<file path="src/rtl/ctrl_pkg.sv">
// ctrl_pkg: pad bit positions and coin channel state shared by the input conditioner
package ctrl_pkg;
  localparam int IDX_U  = 0;
  localparam int IDX_D  = 1;
  localparam int IDX_R  = 2;
  localparam int IDX_L  = 3;
  localparam int IDX_J  = 4;
  localparam int IDX_S1 = 5;
  localparam int IDX_C1 = 6;
  localparam int IDX_S2 = 7;
  localparam int IDX_C2 = 8;
  typedef enum logic [1:0] {IDLE, HOLD, WAIT_REL} coin_state_t;
endpackage

</file>
<file path="src/rtl/ctrl_input_conditioner_if.sv">
// ctrl_input_conditioner_if: raw pad levels in, conditioned game controls out
interface ctrl_input_conditioner_if #(parameter int N_IN = 9);
  logic [N_IN-1:0] I_PAD_n;
  logic [N_IN-1:0] O_SW;
  logic [N_IN-1:0] O_SW_RISE;
  logic            O_COIN_BUSY;
  modport master(output I_PAD_n, input O_SW, O_SW_RISE, O_COIN_BUSY);
  modport slave(input I_PAD_n, output O_SW, O_SW_RISE, O_COIN_BUSY);
endinterface

</file>
<file path="src/rtl/sw_debounce_bit.sv">
// sw_debounce_bit: two-flop sync of one active-low pad, debounce counter and rise pulse
module sw_debounce_bit #(
  parameter int DEB_CYCLES = 360000
) (
  input  logic CLK_36M,
  input  logic I_RESET_SWn,
  input  logic pad_n,
  output logic stable,
  output logic rise
);
  localparam int CW = $clog2(DEB_CYCLES + 1);
  logic s1, s2, act;
  logic [CW-1:0] cnt;
  assign act = ~s2;
  // synchronise the raw level; reset value is the released pad
  always_ff @(posedge CLK_36M or negedge I_RESET_SWn)
    if (!I_RESET_SWn) {s1, s2} <= 2'b11;
    else {s1, s2} <= {pad_n, s1};
  // accept a new level only after DEB_CYCLES consecutive differing samples
  always_ff @(posedge CLK_36M or negedge I_RESET_SWn)
    if (!I_RESET_SWn) begin
      cnt    <= '0;
      stable <= 1'b0;
      rise   <= 1'b0;
    end else begin
      rise <= 1'b0;
      if (act == stable) cnt <= '0;
      else if (cnt == CW'(DEB_CYCLES - 1)) begin
        stable <= act;
        rise   <= act;
        cnt    <= '0;
      end else cnt <= cnt + CW'(1);
    end
endmodule

</file>
<file path="src/rtl/ctrl_input_conditioner.sv">
// ctrl_input_conditioner: sync, debounce, coin pulse-stretch and SOCD for the cabinet pads
module ctrl_input_conditioner
  import ctrl_pkg::*;
#(
  parameter int N_IN             = 9,
  parameter int DEB_CYCLES       = 360000,
  parameter int COIN_HOLD_CYCLES = 3686400,
  parameter bit SOCD_NEUTRAL     = 1'b1
) (
  input logic CLK_36M,
  input logic I_RESET_SWn,
  ctrl_input_conditioner_if.slave bus
);
  localparam int HW = $clog2(COIN_HOLD_CYCLES + 1);
  localparam logic [N_IN-1:0] PLAIN_MASK =
    N_IN'((1 << IDX_U) | (1 << IDX_D) | (1 << IDX_J) | (1 << IDX_S1) | (1 << IDX_S2));
  logic [N_IN-1:0] stable, rise, sw_nx;
  logic [1:0] coin_on, coin_act;
  for (genvar i = 0; i < N_IN; i++) begin : g_deb
    sw_debounce_bit #(.DEB_CYCLES(DEB_CYCLES)) u_deb (
      .CLK_36M(CLK_36M),
      .I_RESET_SWn(I_RESET_SWn),
      .pad_n(bus.I_PAD_n[i]),
      .stable(stable[i]),
      .rise(rise[i])
    );
  end
  for (genvar c = 0; c < 2; c++) begin : g_coin
    localparam int B = (c == 0) ? IDX_C1 : IDX_C2;
    coin_state_t state, state_nx;
    logic [HW-1:0] cnt, cnt_nx;
    // coin channel state and hold counter
    always_ff @(posedge CLK_36M or negedge I_RESET_SWn)
      if (!I_RESET_SWn) begin
        state <= IDLE;
        cnt   <= '0;
      end else begin
        state <= state_nx;
        cnt   <= cnt_nx;
      end
    // one fixed-width pulse per accepted press; wait for release before re-arming
    always_comb begin
      state_nx = state == IDLE ? (rise[B] ? HOLD : IDLE)
               : state == HOLD ? (cnt == HW'(1) ? (stable[B] ? WAIT_REL : IDLE) : HOLD)
               : (stable[B] ? WAIT_REL : IDLE);
      cnt_nx = state == HOLD ? cnt - HW'(1) : HW'(COIN_HOLD_CYCLES);
    end
    assign coin_on[c]  = state == HOLD;
    assign coin_act[c] = state != IDLE;
  end
  // merge plain debounced bits, coin pulses and the L/R conflict rule
  always_comb begin
    sw_nx         = stable & PLAIN_MASK;
    sw_nx[IDX_L]  = stable[IDX_L] & ~(SOCD_NEUTRAL & stable[IDX_R]);
    sw_nx[IDX_R]  = stable[IDX_R] & ~(SOCD_NEUTRAL & stable[IDX_L]);
    sw_nx[IDX_C1] = coin_on[0];
    sw_nx[IDX_C2] = coin_on[1];
  end
  // registered game-facing control vector
  always_ff @(posedge CLK_36M or negedge I_RESET_SWn)
    if (!I_RESET_SWn) bus.O_SW <= '0;
    else bus.O_SW <= sw_nx;
  assign bus.O_SW_RISE   = rise;
  assign bus.O_COIN_BUSY = |coin_act;
endmodule
</file>
<file path="src/flat_wrapper.sv">
// flat-port wrapper written by rule: the top's interface ports become plain ports
module ctrl_input_conditioner_flat import ctrl_pkg::*;
#(
  parameter int N_IN             = 9,
  parameter int DEB_CYCLES       = 360000,
  parameter int COIN_HOLD_CYCLES = 3686400,
  parameter bit SOCD_NEUTRAL     = 1'b1
)
  (CLK_36M, I_RESET_SWn, bus_I_PAD_n, bus_O_SW, bus_O_SW_RISE, bus_O_COIN_BUSY);
  ctrl_input_conditioner_if #(.N_IN(N_IN)) bus_i ();
  input logic CLK_36M;
  input logic I_RESET_SWn;
  input wire logic [$bits(bus_i.I_PAD_n)-1:0] bus_I_PAD_n;
  output wire logic [$bits(bus_i.O_SW)-1:0] bus_O_SW;
  output wire logic [$bits(bus_i.O_SW_RISE)-1:0] bus_O_SW_RISE;
  output wire logic [$bits(bus_i.O_COIN_BUSY)-1:0] bus_O_COIN_BUSY;
  assign bus_i.I_PAD_n = bus_I_PAD_n;
  assign bus_O_SW = bus_i.O_SW;
  assign bus_O_SW_RISE = bus_i.O_SW_RISE;
  assign bus_O_COIN_BUSY = bus_i.O_COIN_BUSY;
  ctrl_input_conditioner #(.N_IN(N_IN), .DEB_CYCLES(DEB_CYCLES), .COIN_HOLD_CYCLES(COIN_HOLD_CYCLES), .SOCD_NEUTRAL(SOCD_NEUTRAL)) u_core (.CLK_36M(CLK_36M), .I_RESET_SWn(I_RESET_SWn), .bus(bus_i));
endmodule
</file>
<file path="config.mk">
export PLATFORM = sky130hd
export DESIGN_NAME = ctrl_input_conditioner_flat
export DESIGN_NICKNAME = d
export VERILOG_FILES = /design/src/rtl/ctrl_pkg.sv /design/src/rtl/ctrl_input_conditioner_if.sv /design/src/rtl/sw_debounce_bit.sv /design/src/rtl/ctrl_input_conditioner.sv /design/src/flat_wrapper.sv
export SDC_FILE = /design/constraint.sdc
export NUM_CORES = 1
export LEC_CHECK = 0
export CORE_MARGIN = 2
export CORE_UTILIZATION = 45
export DETAILED_ROUTE_END_ITERATION = 7
export HOLD_SLACK_MARGIN = 0.15
export PLACE_DENSITY = 0.67
export SYNTH_ARGS = -nofsm -noshare
export SYNTH_HDL_FRONTEND = slang
export SYNTH_SLANG_ARGS = --single-unit
</file>
<file path="constraint.sdc">
create_clock -name CLK_36M -period 1.81 [get_ports CLK_36M]
set_input_delay 0.2715 -clock CLK_36M [delete_from_list [all_inputs] [get_ports CLK_36M]]
set_output_delay 0.2715 -clock CLK_36M [all_outputs]
set_load 0.1 [all_outputs]
</file>
== Word level (Yosys, flattened, before mapping) ==
Cells that the tools add are included.
W data, S select, Z words.

* Add/sub/neg operators: 11
* Equal/unequal tests: 22
* Multiplexer cells: 48
* Bitwise operators: 22
* Reduce and logical (&&, ||, !) cells: 14

{| class="wikitable"
|+ Operators by type and width
! operator !! count
|-
| $mux W19 || 18
|-
| $add A19 B1 Y19 const B || 9
|-
| $eq A19 B19 Y1 const B || 9
|-
| $eq A22 B1 Y1 const B || 2
|-
| $mux W22 || 2
|-
| $sub A22 B1 Y22 const B || 2
|-
| $mux W1 || 20
|-
| $not A1 Y1 || 20
|-
| $reduce_and A2 Y1 || 9
|-
| $mux W2 || 8
|-
| $eq A1 B1 Y1 || 9
|-
| $eq A2 B1 Y1 const B || 2
|-
| $logic_not A2 Y1 || 2
|-
| $reduce_bool A2 Y1 || 2
|-
| $and A1 B1 Y1 || 2
|-
| $reduce_or A2 Y1 || 1
|}

* Flip-flop bits (word level): 264
* Logic and storage cells: 167

== Logic depth before layout (Yosys ltp) ==
Gate-level depths: netlist of the first run.

* Depth in word-level cells: 4
* Depth in mapped cells: 7
* Gate-level depth less buffers: 6

== By module ==
A second synthesis of the first run with hierarchy kept.

* Cell total of the unflattened synthesis: 1183
* Area, all modules: 12522.0 um^2

{| class="wikitable"
|+ Modules (own cells, without submodules)
! module !! times used !! cells each !! area an instance (um^2) !! sequential area each (um^2)
|-
| sw_debounce_bit || 9 || 104 || 1102.3 || 578.1
|-
| ctrl_input_conditioner || 1 || 247 || 2601.2 || 1426.4
|}

== Least setup slack after synthesis of the first run ==
OpenSTA, ideal clock, no wires.

* Path kind: register to register
* Start: register u_core.g_deb[8].u_deb.cnt[15]
* End: register u_core.g_deb[8].u_deb.cnt[14]
* Setup time: 119 ps
* Arrival time: 1870 ps
* Data required time: 1691 ps
* Path slack: -178 ps
* Stages on the path, launching flop included: 6
* Path buffers: 1
* Period minus slack after synthesis: 1988 ps
* Cell sequence: dfrtp_1 -> or4_1 -> or4_4 -> o21ai_4 -> buf_6 -> nor2_1

* Word-level cells in the longest chain between the ends: 3

{| class="wikitable"
|+ RTL lines
! item !! RTL line !! RTL
|-
| start: declaration || sw_debounce_bit.sv:13 || <nowiki>logic [CW-1:0] cnt;</nowiki>
|-
| start signal: assignment || sw_debounce_bit.sv:32 || <nowiki>end else cnt <= cnt + CW'(1);</nowiki>
|-
| $eq A19 B19 Y1 || sw_debounce_bit.sv:28 || <nowiki>else if (cnt == CW'(DEB_CYCLES - 1)) begin</nowiki>
|-
| $mux W19 || sw_debounce_bit.sv:28 ||
|-
| $mux W19 || sw_debounce_bit.sv:27 || <nowiki>if (act == stable) cnt <= '0;</nowiki>
|}

Every way passes these cells.
A chain may end at the register's enable or synchronous reset.

== Worst setup path in the final report of the first run ==
* Start: register u_core.g_deb[8].u_deb.cnt[6]
* End: register u_core.g_deb[8].u_deb.cnt[1]

The elaborated chain is that of the path after synthesis.

==> summary.txt, run 1 <==
Average footprint of a synthesized cell - 10.17 um2
Hold slack - 0.2689 ns
Adder-cell share of the synthesized area - 1.324%
Area delta synth->final - 21.58%
PD cells - 848.3 mW/mm2
Critical Path Fanout Max - 3
Final wirelength - 24030 um
Std cell rows - 60
CTS Buf Count - 29
Asr flop ratio synth - 100.0%
Share of cells above drive strength 1 - 18.30%
Die Footprint - 0.02864 mm2
Total Power - 12.67 mW
Post-synth top cells - dfrtp_1, nor2_1, nand3_1
Area share of xor/xnor cells in the synthesized design - 10.84%
Ys flop type - dfrtp_1
Detailed-route wire length per cell - 14.17 um
Crit start category - flip-flop
Synth Area in Compound Gates - 5.611%
RSZ-0062 raised after global routing - true
Clk root buf - clkbuf_16
Fmax - 506.9 MHz
Worst vdd ir - 0.7613 mV
Worst Setup SP - u_core.g_deb[8].u_deb.cnt[6]
Area share of and/or/nand/nor cells after synthesis - 25.47%
Antenna viol nets, final - 0
Clock latency on the worst-skew pair - 0.56 ns
Final core utilization - 55.58%
Depth of the CTS H-tree - 1
Synthesis-stage register bit count - 264
Clock Sinks - 264
Relative slew slack - 68.57%
Hold Crit Class - input port to asynchronous set/reset pin
Syn Nets - 1232
Data required, critical path - 2.25 ns
Core box area - 0.02688 mm2
DR pass1 iterations - 4
Area share of the largest cell type after synthesis - 50.10%
GRT Total Usage - 17.19%
Final period util - 109.0%
Clock slew at reported path FFs - 0.06 ns
Final TNS setup - -4.642 ns
Port Buffers - 29
DRC Markers - 0
Final setup vio count - 41
Worst R2R Path Depth - 4
Maxcap violations - 0
Starting Density - 45.72%
RR Startpoint - u_core.g_deb[8].u_deb.cnt[6]
P_leak - 6.354 nW
Reg2reg end - u_core.g_deb[8].u_deb.cnt[1]
Critical Path AT - 2.41 ns
Final setup margin - -0.1629 ns
Inserted Diodes - 0
Top post-synthesis cells by area - dfrtp_1, xor2_1, nor2_1, xnor2_1, dfstp_2
Layout Nets - 1356
Vias - 9129
Most numerous cell in the Yosys netlist - dfrtp_1
Congestion Overflow GR - 0
Status - complete, but fails checks
Die height - 169.2 um
Vias/cell - 5.383
Least-Margin Pin Slew - 0.4714 ns
Final Critical Period - 1.973 ns
Chip width - 169.2 um
YS warnings - 0
Initial antenna violation count - 0
Clock Path Buffers - 3
Final Hold Viols - 0
Cells after synthesis - 1208
Largest family of logic cells by synthesized area - simple AND/OR/NAND/NOR gates
Final Skew - 0.01426 ns
Post-synthesis mux area share - 0.2444%
Mapped Area - 0.01229 mm2
First-pass GRT wire length - 42430 um
Crit. End Element - flip-flop
Num ports - 30
Failing checks - setup timing
Count of different cell masters after synthesis - 50
DR iter-0 viols - 494
CP Class - flip-flop to flip-flop
DPL Wire Length - 15350 um
Number of global-route vias before repair - 9111
Area leader, netlist - dfrtp_1
Sequential share of the synthesized area - 53.95%
TritonCTS clock tree - done
Final Slew Violations - 0
Largest net degree at the start of global routing - 56
GPL Wtd Cong - 0.7932
R2R setup slack - -0.16 ns
EDFF count, synth - 0
[final cells by class]
cell class	count	area [um2]
multi-input cells	875	5558
flip-flops and latches	264	6633
clock inverters	23	262.8
clock buffers	31	753.2
inverters	28	105.1
repair buffers	134	1200
fillers	2317	11940
well taps	341	426.7
[stage by stage]
stage / cell area, um2 / setup WS, ns / std cells
after detailed placement: 13460 / -0.1776 / 1614
after global routing: 14940 / -0.2121 / 1696
after floorplan: 12300 / -0.1785 / 1208
after CTS: 14730 / -0.1781 / 1687
final: 14940 / -0.1629 / 1696
after global placement: 13460 / -0.1444 / 1614
[how the worst max path moves through the flow]
stage	to	slack [ns]	cells after the start
after global placement	u_core.g_deb[8].u_deb.cnt[1]	-0.14	4
after detailed placement	u_core.g_deb[8].u_deb.cnt[1]	-0.18	4
after floorplan	u_core.g_deb[8].u_deb.cnt[14]	-0.18	5
after CTS	u_core.g_deb[8].u_deb.cnt[1]	-0.18	4
after global routing	u_core.g_deb[8].u_deb.cnt[8]	-0.21	5
final	u_core.g_deb[8].u_deb.cnt[1]	-0.16	4
[layer usage]
layer / track usage [%] / share of wire [%]
met1: 24.08 / 48
met2: 28.18 / 47
met3: 2.309 / 2.6
met4: 4.831 / 2.4
met5: 0 / 0
[cell families (layout without fill, tap and decap cells)]
kind of cell,count (synthesis),in the layout
mux,3,3
flops,264,264
buf+inv,69,216
fa+ha+maj,13,13
xor+xnor,152,152
compound gates,117,117
simple gates,590,590
[timing repair]
item                                    4_1_cts  5_1_grt
gates resized for setup                      19       41
hold buffers                                 10        0
pin swaps                                     8       12
hold endpoints to repair                    259        0
buffers inserted                              7        9
cloned                                        2        2
endpoints found under the setup margin       38       76
[registers in the layout, summed over array words and instances (netlist names)]
| signal | flops |
|---|---|
| u_core.g_deb.u_deb.stable | 9 |
| u_core.g_deb.u_deb.s1 | 9 |
| u_core.g_deb.u_deb.s2 | 9 |
| u_core.g_deb.u_deb.rise | 9 |
| u_core.g_coin.cnt | 44 |
| u_core.g_coin.state | 4 |
| u_core.bus.O_SW | 9 |
| u_core.g_deb.u_deb.cnt | 171 |
[critical path, cell delays in order, from the launching register on]
cell and delay (ns):
dfrtp_1 0.38, or4_1 0.52, or4_4 0.56, or2_4 0.26, and3_1 0.14
[power breakdown]
part	switching (mW)	internal [mW]
registers	0.0667	5.99
logic	0.275	0.173
clock network	2.54	3.63
total	2.88	9.79
[layout by cell type, fill, tap and decap left out, drive strengths merged, types with 5 or more instances in the layout]
master	n
a21oi	41
and2	10
and3	11
and4	20
buf	114
clkbuf	31
clkdlybuf4s50	9
clkinv	10
clkinvlp	6
dfrtp	246
dfstp	18
dlygate4sd3	10
ha	13
inv	31
nand2	46
nand3	91
nand3b	5
nand4	73
nor2	181
nor3	33
nor4	37
nor4bb	7
o21ai	49
o31ai	19
or2	8
or3	32
or4	20
xnor2	73
xor2	79
Note: power is estimated with default switching activity, not from simulation.
==> run 2, diff against run 1 <==
--- a/config.mk
+++ b/config.mk
@@ -10,6 +10,7 @@
 export DETAILED_ROUTE_END_ITERATION = 7
 export HOLD_SLACK_MARGIN = 0.15
 export PLACE_DENSITY = 0.67
+export SLEW_MARGIN = 40
 export SYNTH_ARGS = -nofsm -noshare
 export SYNTH_HDL_FRONTEND = slang
 export SYNTH_SLANG_ARGS = --single-unit
==> results of run 2 <==
Same layout as run 1: the final DEF is identical, and so are final timing and power.
==> run 3, diff against run 2 <==
--- a/config.mk
+++ b/config.mk
@@ -10,6 +10,7 @@
 export DETAILED_ROUTE_END_ITERATION = 7
 export HOLD_SLACK_MARGIN = 0.15
 export PLACE_DENSITY = 0.67
+export SETUP_SLACK_MARGIN = 0.3
 export SLEW_MARGIN = 40
 export SYNTH_ARGS = -nofsm -noshare
 export SYNTH_HDL_FRONTEND = slang
==> run 3 against run 2 <==
Against the previous run: the flow still finishes with violations (setup timing); critical path type unchanged; count of clock-buffer cells in the layout increased by 14; clock power increased by 3%; highest routed layer unchanged; hold slack got worse by 0.018 ns; first-iteration DRC count increased by 1.6%; non-clock buffer count increased by 127; largest power group unchanged; largest cell class unchanged; sequential share of layout area decreased by 5.9 points; cell area increased by 16%; total power increased by 2.9%; global-route usage increased by 1.5 points; final cell count increased by 7.7%; critical endpoint unchanged; via count increased by 10%; sequential power about the same.
==> summary.txt, run 3 (same netlist as run 1, synthesis figures left out) <==
Status - complete, but fails checks (unchanged)
Failing checks - setup timing (unchanged)
Clock Path Buffers - 3 (unchanged)
Final core utilization - 64.22% (was 55.58%)
GRT busiest layer - met2 (unchanged)
Data required, critical path - 2.24 ns (was 2.25 ns)
GPL Wtd Cong - 0.7893 (was 0.7932)
Crit. End Element - flip-flop (unchanged)
Fmax - 506.3 MHz (was 506.9 MHz)
Inserted Diodes - 0 (unchanged)
Final Hold Viols - 0 (unchanged)
Final wirelength - 28530 um (was 24030 um)
Maxcap violations - 0 (unchanged)
Depth of the CTS H-tree - 1 (unchanged)
Max incr delay on CP - 0.56 ns (about the same)
Final period util - 109.1% (was 109.0%)
Clock Sinks - 264 (unchanged)
Clock slew at reported path FFs - 0.06 ns (about the same)
Slowest library cell on the worst path - or4_4 (unchanged)
Critical Path AT - 2.41 ns (about the same)
DR pass1 iterations - 5 (was 4)
Relative slew slack - 60.69% (was 68.57%)
Least-Margin Pin Slew - 0.5896 ns (was 0.4714 ns)
Chip width - 169.2 um (unchanged)
Most frequent cells in the layout - dfrtp_1, buf_4, nor2_1 (was dfrtp_1, nor2_1, buf_4)
GR Util met3 - 2.659% (was 2.309%)
Die height - 169.2 um (unchanged)
Die Footprint - 0.02864 mm2 (unchanged)
Antenna viol nets, final - 0 (unchanged)
DR iter-0 viols - 502 (was 494)
Hold slack - 0.2511 ns (was 0.2689 ns)
Final Skew - 0.007061 ns (was 0.01426 ns)
TritonCTS clock tree - done (unchanged)
Critical path's top delay family - simple AND/OR/NAND/NOR gates (unchanged)
Total Power - 13.04 mW (was 12.67 mW)
Crit start category - flip-flop (unchanged)
Port Buffers - 29 (unchanged)
Final TNS setup - -4.102 ns (was -4.642 ns)
Vias/cell - 5.499 (was 5.383)
GRT Total Usage - 18.71% (was 17.19%)
Congestion Overflow GR - 0 (unchanged)
Fill count - 2043 (was 2317)
Area delta synth->final - 40.47% (was 21.58%)
P_leak - 7.304 nW (was 6.354 nW)
Critical Path Fanout Max - 3 (unchanged)
Layout Nets - 1486 (was 1356)
Std cell rows - 60 (unchanged)
First-pass GRT wire length - 45870 um (was 42430 um)
Grt met1 use - 24.83% (was 24.08%)
Final setup margin - -0.1651 ns (was -0.1629 ns)
Final Critical Period - 1.975 ns (was 1.973 ns)
Number of global-route vias before repair - 9909 (was 9111)
Share of cells above drive strength 1 - 37.62% (was 18.30%)
Clk root buf - clkbuf_16 (unchanged)
Detailed-route wire length per cell - 15.62 um (was 14.17 um)
Initial antenna violation count - 0 (unchanged)
Num ports - 30 (unchanged)
DRC Markers - 0 (unchanged)
CP Class - flip-flop to flip-flop (unchanged)
Final Slew Violations - 0 (unchanged)
Core box area - 0.02688 mm2 (unchanged)
Final setup vio count - 41 (unchanged)
Top flop regs - u_core.g_deb.u_deb.cnt: 171 flops, u_core.g_coin.cnt: 44 flops (unchanged)
Cell Area, Placed - 0.01373 mm2 (was 0.01346 mm2)
Hold Crit Class - input port to asynchronous set/reset pin (unchanged)
Clock latency on the worst-skew pair - 0.54 ns (was 0.56 ns)
CP bufs+invs - 0 (unchanged)
M2 GR Usage - 32.24% (was 28.18%)
Non-Filler Cell Area, Final - 0.01726 mm2 (was 0.01494 mm2)
Vias - 10050 (was 9129)
Crit path cell chain - or4_1 -> or4_4 -> or2_4 -> and3_4 (was or4_1 -> or4_4 -> or2_4 -> and3_1)
Starting Density - 45.72% (unchanged)
Most common cell after layout, fill and taps aside - dfrtp_1 (unchanged)
Worst vdd ir - 0.8445 mV (was 0.7613 mV)
DPL Wire Length - 15920 um (was 15350 um)
PD cells - 755.4 mW/mm2 (was 848.3 mW/mm2)
CTS Buf Count - 30 (was 29)
RSZ-0062 raised after global routing - true (unchanged)
Largest net degree at the start of global routing - 52 (was 56)
Top reg by flops - u_core.g_deb.u_deb.cnt (unchanged)
Max reg flops - 171 (unchanged)
[run 3: cell count changes in the layout (fill, tap and decap cells not counted), sizes merged, moves of 2 or more]
cell,delta
clkinvlp,-6
a31o,+2
clkbuf,+15
buf,+127
inv,-4
[run 3: area by class of cell]
type                            count  area (um2)  share of cell area [%]
Multi-Input combinational cell    877        6644                   38.49
Sequential cell                   264        6651                   38.54
Clock buffer                       45       928.4                   5.379
Tap cell                          341       426.7                   2.472
Clock inverter                     11       130.1                  0.7540
Inverter                           28       105.1                  0.6090
Timing Repair Buffer              261        2374                   13.75
[run 3: report_power, final]
group	leakage, nW	switching (mW)	internal, mW	total, mW
sequential	3.53	0.0723	5.99	6.06
combinational	3.24	0.348	0.280	0.628
clock	0.532	2.40	3.94	6.35
[run 3: path summary, 6_finish.rpt]
path | from | endpoint | slack, ns | cells past startpoint
min | I_RESET_SWn | u_core.g_deb[8].u_deb.cnt[17] | 0.25 | 2
min in group CLK_36M | u_core.g_deb[0].u_deb.s1 | u_core.g_deb[0].u_deb.s2 | 0.35 | 0
max | u_core.g_deb[8].u_deb.cnt[6] | u_core.g_deb[8].u_deb.cnt[1] | -0.17 | 4
min reg2reg | u_core.g_deb[0].u_deb.s1 | u_core.g_deb[0].u_deb.s2 | 0.35 | 0
max reg2reg | u_core.g_deb[8].u_deb.cnt[6] | u_core.g_deb[8].u_deb.cnt[1] | -0.17 | 4
max in group asynchronous | I_RESET_SWn | u_core.g_deb[0].u_deb.s2 | 0.89 | 3
[run 3: per-layer routing]
layer	wire length (um)	share of wire (%)	vias up
met5	0	0	-
met1	12810	45	5003
met3	899	3.2	46
met4	612	2.1	0
li1	-	-	4827
met2	14210	50	170
[run 3: repair_timing]
action,in CTS,in global routing
setup buffers,90,41
pin swaps,63,76
hold buffers,10,0
endpoints found under the setup margin,179,222
cloned,5,6
endpoints found under the hold margin,220,0
gates resized for setup,144,176
[run 3: worst register-to-register path: cells and delay by family, from the launching register on]
family / cells / cell delay (ns)
flip-flops: 1 / 0.37
AND/OR/NAND/NOR: 4 / 1.49
[run 3: per-stage QoR]
stage,cells,worst slack (ns)
2_1_floorplan,1208,-0.1785
3_3_place_gp,1619,-0.1602
3_5_place_dp,1619,-0.1951
4_1_cts,1780,-0.1896
5_1_grt,1827,-0.1922
6_report,1827,-0.1651
==> patch 1 (flow settings as in run 1) <==
`DEB_CYCLES` is set to 360000 in 3 places; all go to 90000.
--- a/src/rtl/sw_debounce_bit.sv
+++ b/src/rtl/sw_debounce_bit.sv
@@ -1,5 +1,5 @@
 // sw_debounce_bit: two-flop sync of one active-low pad, debounce counter and rise pulse
 module sw_debounce_bit #(
-  parameter int DEB_CYCLES = 360000
+  parameter int DEB_CYCLES = 90000
 ) (
   input  logic CLK_36M,
--- a/src/rtl/ctrl_input_conditioner.sv
+++ b/src/rtl/ctrl_input_conditioner.sv
@@ -4,5 +4,5 @@
 #(
   parameter int N_IN             = 9,
-  parameter int DEB_CYCLES       = 360000,
+  parameter int DEB_CYCLES       = 90000,
   parameter int COIN_HOLD_CYCLES = 3686400,
   parameter bit SOCD_NEUTRAL     = 1'b1
--- a/src/flat_wrapper.sv
+++ b/src/flat_wrapper.sv
@@ -3,5 +3,5 @@
 #(
   parameter int N_IN             = 9,
-  parameter int DEB_CYCLES       = 360000,
+  parameter int DEB_CYCLES       = 90000,
   parameter int COIN_HOLD_CYCLES = 3686400,
   parameter bit SOCD_NEUTRAL     = 1'b1
Formal check against the unedited RTL: no difference found for any inputs over 4 cycles, from zero or initial values and one cycle with I_RESET_SWn low; that may be too few to reach the edited logic, so the function may still have changed.
==> patch 1 against run 1 <==
  * The run still ends with setup timing left
  * Power decreased by 5.8%
  * Maximum frequency decreased by 9.0%
  * Die area decreased by 7.8%
  * Critical path depth unchanged
  * Sequential share of layout area increased by 0.32 points
  * Utilization decreased by 0.083 points
  * Combinational power decreased by 24%
  * Routed wire length decreased by 12%
  * Worst setup slack got worse by 0.20 ns
  * Area after synthesis decreased by 8.0%
  * Sequential cell count decreased by 18
  * Design area decreased by 7.5%
  * Clock skew decreased by 0.0068 ns
==> patch 1: results (changes against run 1) <==
metric,value,unit,change
fraction of layout cells with a size suffix above 1,17.7,%,-0.60 points
leading post-synthesis cells by cell area,"dfrtp_1, xnor2_1, nor2_1, dfstp_2, xor2_1",,
Least-Margin Pin Slew,0.453,ns,-0.0187 ns
worst hold path class,input pin to register,,
M1 WL,10400,um,-9.2%
Worst Skew,0.00741,ns,-0.00685 ns
WHS,0.203,ns,-0.0657 ns
Yosys cell types,42,,-16%
Routed wire per std cell,13.3,um,-6.3%
VDD IR max,0.549,mV,-28%
gr usage total,16.5,%,-0.74 points
Worst Setup SP,u_core.g_coin[1].cnt[9],,
first-pass GRT wire length,37200,um,-12%
clk_lat worst skew,0.53,ns,-0.03 ns
fill cell count,2155,,-7.0%
post-synthesis net count,1137,,-7.7%
Post-synth top cells,"dfrtp_1, nor2_1, xnor2_1",,
Met3 Wirelength,591,um,-5.0%
post-DR vias/cell,5.18,,-3.7%
hpwl dp,14000,um,-9.0%
final setup vio count,12,,-71%
Placed Area,12500,um2,-7.2%
# Post-CTS Setup Buffers,4,,-3
outcome,finished with violations,,
failing checks,setup timing,,
met2 usage,27.3,%,-0.85 points
DR iter-0 viols,489,,-1.0%
setup ws final,-0.359,ns,-0.196 ns
Lkg Pwr,0.00599,uW,-5.7%
Hold Buf Count CTS,9,,-1
patch 1: cell type report:
class / count / area, um2 / share of cell area [%]
Clock buffer: 38 / 840 / 6.08
Clock inverter: 14 / 168 / 1.21
Inverter: 39 / 146 / 1.06
Multi-Input combinational cell: 798 / 5000 / 36.2
Sequential cell: 246 / 6180 / 44.7
Tap cell: 330 / 413 / 2.99
Timing Repair Buffer: 125 / 1060 / 7.71
patch 1: cell families after synthesis:
group,synth area share (%)
AO/OA/AOI/OAI,3.79
XOR/XNOR,11.9
AND/OR/NAND/NOR,25.0
buffers and inverters,2.60
flip-flops,54.7
multiplexers,0.708
adder cells (fa/ha/maj),1.44
patch 1: report_power, final:
group          total, uW  leakage (uW)  internal [uW]  switching [uW]
clock network       5940      0.000491           3680            2260
logic                341       0.00219            126             214
registers           5650       0.00331           5590            64.6
total              11900       0.00599           9390            2540
patch 1: worst max-delay path, stage by stage, from the launching register on:
cell and delay [ns]:
dfrtp_1 0.38, or4_4 0.55, or4_4 0.54, or4_4 0.50, a21oi_2 0.13
==> patch 2 (config.mk and constraints of run 1) <==
Without the edit above. Re-encode `coin_state_t` (3 states) as one-hot, 3 bits wide.
--- a/src/rtl/ctrl_pkg.sv
+++ b/src/rtl/ctrl_pkg.sv
@@ -10,5 +10,5 @@
   localparam int IDX_S2 = 7;
   localparam int IDX_C2 = 8;
-  typedef enum logic [1:0] {IDLE, HOLD, WAIT_REL} coin_state_t;
+  typedef enum logic [2:0] {IDLE = 3'b001, HOLD = 3'b010, WAIT_REL = 3'b100} coin_state_t;
 endpackage
 
Check against the original RTL: no difference found for any inputs over 4 cycles, from zero or initial values and one cycle with I_RESET_SWn low; so few cycles prove little.
==> patch 2 against run 1 <==
  * The run still ends with setup timing left
  * Area after synthesis increased by 1.7%
  * Routed wire length up 0.46%
  * Critical path depth unchanged
  * Design area grew 1.7%
  * Power shrank 4.4%
  * Sequential cell count up 2
  * Worst setup slack lost 0.025 ns
  * Cell count is 4.4% higher
  * Die area grew 1.7%
  * Critical endpoint is now u_core.g_deb[6].u_deb.cnt[1]
==> patch 2: results (changes against run 1) <==
metric,value,unit,change
outcome,finished with violations,,
failing checks,setup timing,,
GPL Wtd Cong,0.809,,+2.0%
DR vias,9395,,+2.9%
DR iter-0 viols,480,,-2.8%
clk_lat worst skew,0.53,ns,-0.03 ns
setup ws final,-0.188,ns,-0.0248 ns
Routed wire per std cell,13.6,um,-3.8%
Lkg Pwr,0.00650,uW,+2.3%
number of global-route vias before repair,9113,,+0.022%
Worst Setup SP,u_core.g_deb[6].u_deb.cnt[8],,
met2 WL,11700,um,+2.6%
multiplexer area fraction after synthesis,0.801,%,+0.56 points
VDD IR max,0.656,mV,-14%
GR Layer Usage met3,2.61,%,+0.31 points
Least-Margin Pin Slew,0.495,ns,+0.0238 ns
Synth Area in XOR/XNOR,10.4,%,-0.39 points
Adder-Cell Fraction of Synth Area,1.30,%,-0.022 points
first-pass GRT wire length,41900,um,-1.3%
hpwl dp,16100,um,+4.9%
post-route setup TNS,-5.39,ns,-0.745 ns
R2R Path End,u_core.g_deb[6].u_deb.cnt[1],,
largest net degree at the start of global routing,66,,+18%
final setup vio count,43,,+4.9%
Met3 Wirelength,723,um,+16%
==> patch 2: changes by cell type after synthesis, sizes merged, moves of 8 or more <==
| cell | run 1 | this run |
|---|---|---|
| nand4b | 0 | 9 |
| and2 | 10 | 18 |
| or3 | 32 | 22 |
| a21oi | 41 | 32 |
| and3 | 11 | 31 |
| nand3 | 91 | 83 |
| nand4 | 73 | 60 |
| nor2 | 181 | 191 |
| xor2 | 79 | 66 |
| nor3 | 33 | 48 |
| o31ai | 19 | 11 |
| xnor2 | 73 | 83 |
==> patch 2: per-stage QoR <==
step | std cells | setup slack, ns | util [%] | hold slack (ns) | cell area (um2)
CTS | 1759 | -0.143 | 54.2 | 0.163 | 14900
finish | 1771 | -0.188 | 55.1 | 0.180 | 15200
floorplan | 1233 | -0.185 | - | -0.0241 | 12500
global route | 1771 | -0.221 | 55.1 | 0.178 | 15200
global placement | 1694 | -0.176 | 50.2 | 0.135 | 13800
detailed placement | 1694 | -0.194 | 50.2 | 0.132 | 13800
==> patch 2: cell type report <==
type	count	area, um2
fillers	2378	12400
flip-flops and latches	266	6680
multi-input cells	905	5760
repair buffers	145	1270
clock buffers	41	801
well taps	378	473
clock inverters	11	105
inverters	25	93.8
==> patch 2: repair_timing <==
item | CTS | global route
setup buffers | 3 | 12
hold endpoints to repair | 255 | 0
hold buffers | 10 | 0
setup endpoints to repair | 47 | 100
pin swaps | 5 | 9
gates resized for setup | 18 | 31
==> patch 2: where the power goes <==
| group | leakage, uW | internal (uW) | switching (uW) |
|---|---|---|---|
| Clock | 0.000453 | 3340 | 2280 |
| Combinational | 0.00247 | 145 | 242 |
| Sequential | 0.00358 | 6030 | 65.6 |
==> patch 2: critical path, delay by kind of cell, from the launching register on <==
kind             cells  cell delay, ns
flip-flops           1            0.37
AND/OR/NAND/NOR      4            1.51
